<file path="src/rtl/dds_sweep_sequencer.sv">
// Frequency-sweep sequencer: walks a range of the coarse increment table,
// presenting each entry to the DDS for a programmable dwell, in single/loop/ping-pong mode.
module dds_sweep_sequencer #(
    parameter int INC_WIDTH   = 32,
    parameter int IDX_WIDTH   = 4,
    parameter int DWELL_WIDTH = 16
) (
    input  logic                   i_clk,
    input  logic                   i_rst_n,
    input  logic                   i_enable,
    input  logic                   i_start,
    input  logic                   i_stop,
    input  logic [1:0]             i_mode,
    input  logic [IDX_WIDTH-1:0]   i_idx_first,
    input  logic [IDX_WIDTH-1:0]   i_idx_last,
    input  logic [DWELL_WIDTH-1:0] i_dwell,
    input  logic [INC_WIDTH-1:0]   i_rom_incremento_grueso [2**IDX_WIDTH],
    output logic [INC_WIDTH-1:0]   o_incremento,
    output logic                   o_inc_load,
    output logic [IDX_WIDTH-1:0]   o_idx,
    output logic                   o_busy,
    output logic                   o_done
);

    typedef enum logic [1:0] {S_IDLE, S_LOAD, S_DWELL, S_DONE} state_t;

    localparam logic [1:0] MODE_LOOP = 2'b01;
    localparam logic [1:0] MODE_PING = 2'b10;

    state_t                 state_q, state_d;
    logic [IDX_WIDTH-1:0]   idx_q, idx_d;
    logic [IDX_WIDTH-1:0]   first_q, first_d;
    logic [IDX_WIDTH-1:0]   last_q, last_d;
    logic [1:0]             mode_q, mode_d;
    logic [DWELL_WIDTH-1:0] dwell_q, dwell_d;
    logic [DWELL_WIDTH-1:0] cnt_q, cnt_d;
    logic                   dir_up_q, dir_up_d;
    logic [INC_WIDTH-1:0]   inc_q, inc_d;
    logic [IDX_WIDTH-1:0]   idx_out_q, idx_out_d;
    logic                   load_q, load_d;
    logic                   busy_q, busy_d;
    logic                   done_q, done_d;

    always_comb begin
        state_d   = state_q;
        idx_d     = idx_q;
        first_d   = first_q;
        last_d    = last_q;
        mode_d    = mode_q;
        dwell_d   = dwell_q;
        cnt_d     = cnt_q;
        dir_up_d  = dir_up_q;
        inc_d     = inc_q;
        idx_out_d = idx_out_q;
        load_d    = 1'b0;
        done_d    = 1'b0;

        // Abort wins over any step, load or done in the same cycle.
        if (i_stop && (state_q != S_IDLE)) begin
            state_d = S_IDLE;
        end else if (i_enable) begin
            case (state_q)
                S_IDLE: begin
                    if (i_start && !i_stop) begin
                        first_d  = i_idx_first;
                        last_d   = i_idx_last;
                        mode_d   = i_mode;
                        dwell_d  = (i_dwell == '0) ? DWELL_WIDTH'(1) : i_dwell;
                        dir_up_d = (i_idx_first <= i_idx_last);
                        idx_d    = i_idx_first;
                        state_d  = S_LOAD;
                    end
                end
                S_LOAD: begin
                    inc_d     = i_rom_incremento_grueso[idx_q];
                    idx_out_d = idx_q;
                    load_d    = 1'b1;
                    cnt_d     = dwell_q - DWELL_WIDTH'(1);
                    state_d   = S_DWELL;
                end
                S_DWELL: begin
                    if (cnt_q != '0) begin
                        cnt_d = cnt_q - DWELL_WIDTH'(1);
                    end else if (idx_q != last_q) begin
                        idx_d   = dir_up_q ? idx_q + IDX_WIDTH'(1) : idx_q - IDX_WIDTH'(1);
                        state_d = S_LOAD;
                    end else if (mode_q == MODE_LOOP) begin
                        idx_d   = first_q;
                        state_d = S_LOAD;
                    end else if (mode_q == MODE_PING) begin
                        // Bounce: the old first becomes the new end point.
                        first_d  = last_q;
                        last_d   = first_q;
                        dir_up_d = !dir_up_q;
                        if (first_q != last_q)
                            idx_d = dir_up_q ? idx_q - IDX_WIDTH'(1) : idx_q + IDX_WIDTH'(1);
                        state_d  = S_LOAD;
                    end else begin
                        done_d  = 1'b1;
                        state_d = S_DONE;
                    end
                end
                S_DONE: state_d = S_IDLE;
                default: state_d = S_IDLE;
            endcase
        end

        busy_d = (state_d == S_LOAD) || (state_d == S_DWELL);
    end

    always_ff @(posedge i_clk) begin
        if (!i_rst_n) begin
            state_q   <= S_IDLE;
            idx_q     <= '0;
            first_q   <= '0;
            last_q    <= '0;
            mode_q    <= '0;
            dwell_q   <= '0;
            cnt_q     <= '0;
            dir_up_q  <= 1'b0;
            inc_q     <= '0;
            idx_out_q <= '0;
            load_q    <= 1'b0;
            busy_q    <= 1'b0;
            done_q    <= 1'b0;
        end else begin
            state_q   <= state_d;
            idx_q     <= idx_d;
            first_q   <= first_d;
            last_q    <= last_d;
            mode_q    <= mode_d;
            dwell_q   <= dwell_d;
            cnt_q     <= cnt_d;
            dir_up_q  <= dir_up_d;
            inc_q     <= inc_d;
            idx_out_q <= idx_out_d;
            load_q    <= load_d;
            busy_q    <= busy_d;
            done_q    <= done_d;
        end
    end

    assign o_incremento = inc_q;
    assign o_inc_load   = load_q;
    assign o_idx        = idx_out_q;
    assign o_busy       = busy_q;
    assign o_done       = done_q;

endmodule

</file>
<file path="config.mk">
export PLATFORM = sky130hd
export DESIGN_NAME = dds_sweep_sequencer
export DESIGN_NICKNAME = d
export VERILOG_FILES = /design/src/rtl/dds_sweep_sequencer.sv
export SDC_FILE = /design/constraint.sdc
export NUM_CORES = 1
export LEC_CHECK = 0
export BUFFER_PORTS_ARGS = -buffer_cell sky130_fd_sc_hd__buf_2
export CORE_AREA = 3 3 224 226
export CTS_BUF_LIST = sky130_fd_sc_hd__clkbuf_8
export CTS_CLUSTER_DIAMETER = 120
export DETAILED_ROUTE_END_ITERATION = 12
export DIE_AREA = 0 0 227 229
export GPL_TIMING_DRIVEN = 0
export PLACE_DENSITY = 0.41
export SYNTH_ARGS = -nofsm -noshare
export SYNTH_HDL_FRONTEND = slang
export SYNTH_SLANG_ARGS = --single-unit
</file>
<file path="constraint.sdc">
create_clock -name i_clk -period 6 [get_ports i_clk]
set_clock_uncertainty 0.05 [all_clocks]
set_input_delay 0.9 -clock i_clk [delete_from_list [all_inputs] [get_ports i_clk]]
set_output_delay 0.9 -clock i_clk [all_outputs]
set_load 0.1 [all_outputs]
</file>
==> reports/qor.txt <==
run status -> finished, final reports clean
CP required -> 6220 ps
Cell Area, Synth -> 8288 um2
share of the synthesized area in the top cell type -> 43.48%
Multi-input gate area -> 6165 um2
syn avg cell area -> 10.75 um2
# resized after CTS -> 0
Fin Setup TNS -> 0 ps
vias in the first global route -> 10240
post-route antenna net violation count -> 0
Initial DRC Count -> 769
Chip Width -> 227 um
Post-CTS Setup Bufs -> 0
global route total overflow -> 0
# fillers -> 5299
Setup CP Type -> register to register
Final Critical Period -> 4746 ps
Maximum Capacitance Violations -> 0
FF-to-FF End -> cnt_q[14]
CTS Sinks -> 88
Async SR Flop Fraction -> 0%
die area -> 51980 um2
Worst Setup End Kind -> register
nets@finish -> 1915
Final Max Slew Viols -> 0
peak supply drop -> 0.00009051 V
Most used DFF post-synth -> dfxtp_1
DP HPWL -> 51790 um
clk_lat worst skew -> 400 ps
Distinct cells, synth -> 62
top cell type by total area after synthesis -> mux4_2
sequential cell area fraction in the yosys report -> 21.26%
H-tree depth -> 3
FF+latch count, synth -> 88
Crit path largest cell delay -> 510 ps
startpoint types -> register
Final period util -> 79.10%
CP Capture Point -> cnt_q[14]
most frequent CP cell -> buf_2
endpoints failing setup -> 0
P&R area growth vs syn -> 47.77%
Hold Path Stages -> 2
core box area -> 48550 um2
Leak Pwr -> 5.022 nW
die height -> 229 um
Initial Utilization -> 17.07%
DP Area -> 11970 um2
drt via density -> 4.835
CTS Hold Buffers Added -> 0
PwrDens -> 146.5 nW/um2
Total Routing Usage GR -> 21.86%
slew margin rel. -> 22.16%
global-route wire length before repair -> 79850 um
drt wl/cell -> 29.12 um
CTS tree -> built
clk buf depth -> 2
final instance area -> 12250 um2
DRC viols -> 0
worst r2r src -> state_q[0]
largest net degree at the start of global routing -> 16
TritonCTS Buffers -> 9
WP data arrival -> 4960 ps
Ys Warns -> 0
slew at the pin closest to its max-slew limit -> 1168 ps
fmax -> 210.7 MHz
Site Rows -> 81
RSZ-0062 raised after global routing -> false
# IOs -> 582
largest fanout on the critical path -> 10
Overall Power -> 1.794 mW
register area -> 1762 um2
Placer Congestion -> 0.9843
Hold Slack -> 404.9 ps
CP cell instances -> nand2b_1, buf_2, clkbuf_1, buf_2, buf_1, mux2i_1, ha_1, or4bb_1, o32ai_4, or4b_1, buf_2, a211o_1, a31oi_1, a31oi_1
clock edge transition at the registers on the reported setup and hold paths -> 90 ps
Crit-path slowest cell -> buf_1
crit path from -> state_q[0]
Syn Inst Count -> 771
layout cells sized above 1 -> 57.68%
Pre-antenna DRT Iters -> 5
reg2reg setup slack -> 1250 ps
Root Buffer -> clkbuf_8
top cells by area, synth -> mux4_2, dfxtp_1, nand2_1
IO buf count -> 581
post-synth net total -> 1323
number of enable flip-flop cells after synthesis -> 0
antenna violations before repair -> 40
Vias -> 9689
final hold violation count -> 0
total wire length -> 58370 um
r2r worst-path depth -> 14
Min-Delay Path Class -> register to register
registers in the layout, indices dropped and copies added, names as in the netlist:
name / count
dwell_q: 16
o_idx: 4
last_q: 4
state_q: 2
mode_q: 2
first_q: 4
idx_q: 4
o_inc_load: 1
cnt_q: 16
o_busy: 1
dir_up_q: 1
o_incremento: 32
o_done: 1
metal layers:
metal  GRT usage (%)  routed length [um]  vias up
met5               0                 132        -
met4           2.079                 296       22
met3           5.691                4865       49
met2           36.23               27910      475
met1           29.71               25160     4866
li1                -                   -     4277
cells by family (layout without fill, tap and decap cells):
logic type	after synthesis	in the layout	synth area share (%)
AND/OR/NAND/NOR	237	237	13.04
flip-flops	88	88	21.26
buffers and inverters	90	687	4.363
XOR/XNOR	15	15	1.585
AO/OA/AOI/OAI	140	140	10.98
other	0	14	0
multiplexers	192	192	47.42
adder cells (fa/ha/maj)	9	9	1.359
how the worst min path moves through the flow:
| stage | end | slack (ps) | start |
|---|---|---|---|
| finish | o_incremento[24] | 400 | o_incremento[24] |
| floorplan | cnt_q[0] | 400 | cnt_q[0] |
| global route | o_incremento[24] | 420 | o_incremento[24] |
| global placement | o_incremento[22] | 390 | o_incremento[22] |
| detailed placement | o_incremento[24] | 390 | o_incremento[24] |
| CTS | o_incremento[24] | 410 | o_incremento[24] |
worst max-delay path, delay by kind of cell (launching register included):
kind	cells	cell delay [ps]
AO/OA/AOI/OAI	4	810
multiplexers	1	260
AND/OR/NAND/NOR	3	1050
flip-flops	1	410
buffers and inverters	5	1770
adder cells (fa/ha/maj)	1	280
power by group:
group	internal (mW)	leakage (nW)	total, mW	switching, mW
Combinational	0.349	4.19	0.672	0.323
Sequential	0.598	0.712	0.612	0.0146
Clock	0.261	0.121	0.510	0.249
synth_stat cells, types with 3 or more instances:
cell type and n:
a211oi_1 8, a21oi_1 57, a311oi_1 8, a31oi_1 11, and2_1 5, and3_1 3
buf_1 14, buf_2 19, clkbuf_1 44, dfxtp_1 88, ha_1 9, inv_1 12
mux2_2 5, mux2i_1 27, mux4_2 160, nand2_1 111, nand2b_1 6, nand3_1 12
nand4_1 5, nor2_1 50, nor2b_1 4, nor3_1 13, nor4_1 8, o2111ai_1 3
o211ai_1 4, o21a_1 6, o21ai_0 16, o31a_1 3, o31ai_1 3, or3_1 5
xnor2_1 8, xor2_1 7
cell usage in the layout, fill, tap and decap left out, types with 4 or more instances in the layout:
cell type and n:
a211oi_1 8, a21oi_1 57, a311oi_1 8, a31oi_1 11
and2_1 5, buf_1 14, buf_2 600, clkbuf_1 44
clkbuf_8 11, dfxtp_1 88, diode_2 14, ha_1 9
inv_1 12, mux2_2 5, mux2i_1 27, mux4_2 160
nand2_1 111, nand2b_1 6, nand3_1 12, nand4_1 5
nor2_1 50, nor2b_1 4, nor3_1 13, nor4_1 8
o211ai_1 4, o21a_1 6, o21ai_0 16, or3_1 5
xnor2_1 8, xor2_1 7
metrics by stage:
step / util, % / worst slack [ps] / cells
after floorplan: - / 2143 / 771
after global placement: 24.67 / 1244 / 1974
after detailed placement: 24.67 / 1247 / 1974
after CTS: 25.16 / 1238 / 1990
after global routing: 25.18 / 884.1 / 1994
final: 25.23 / 1254 / 2004
final cells by class:
type,instances,share of cell area (%)
Multi-Input combinational cell,593,50.34
Timing Repair Buffer,581,23.74
Sequential cell,88,14.39
Tap cell,622,6.355
Buffer,77,2.554
Clock buffer,11,1.236
Clock inverter,5,0.7049
Inverter,13,0.3984
Antenna cell,14,0.2861
No activity file was read; power rests on OpenSTA's default activity.
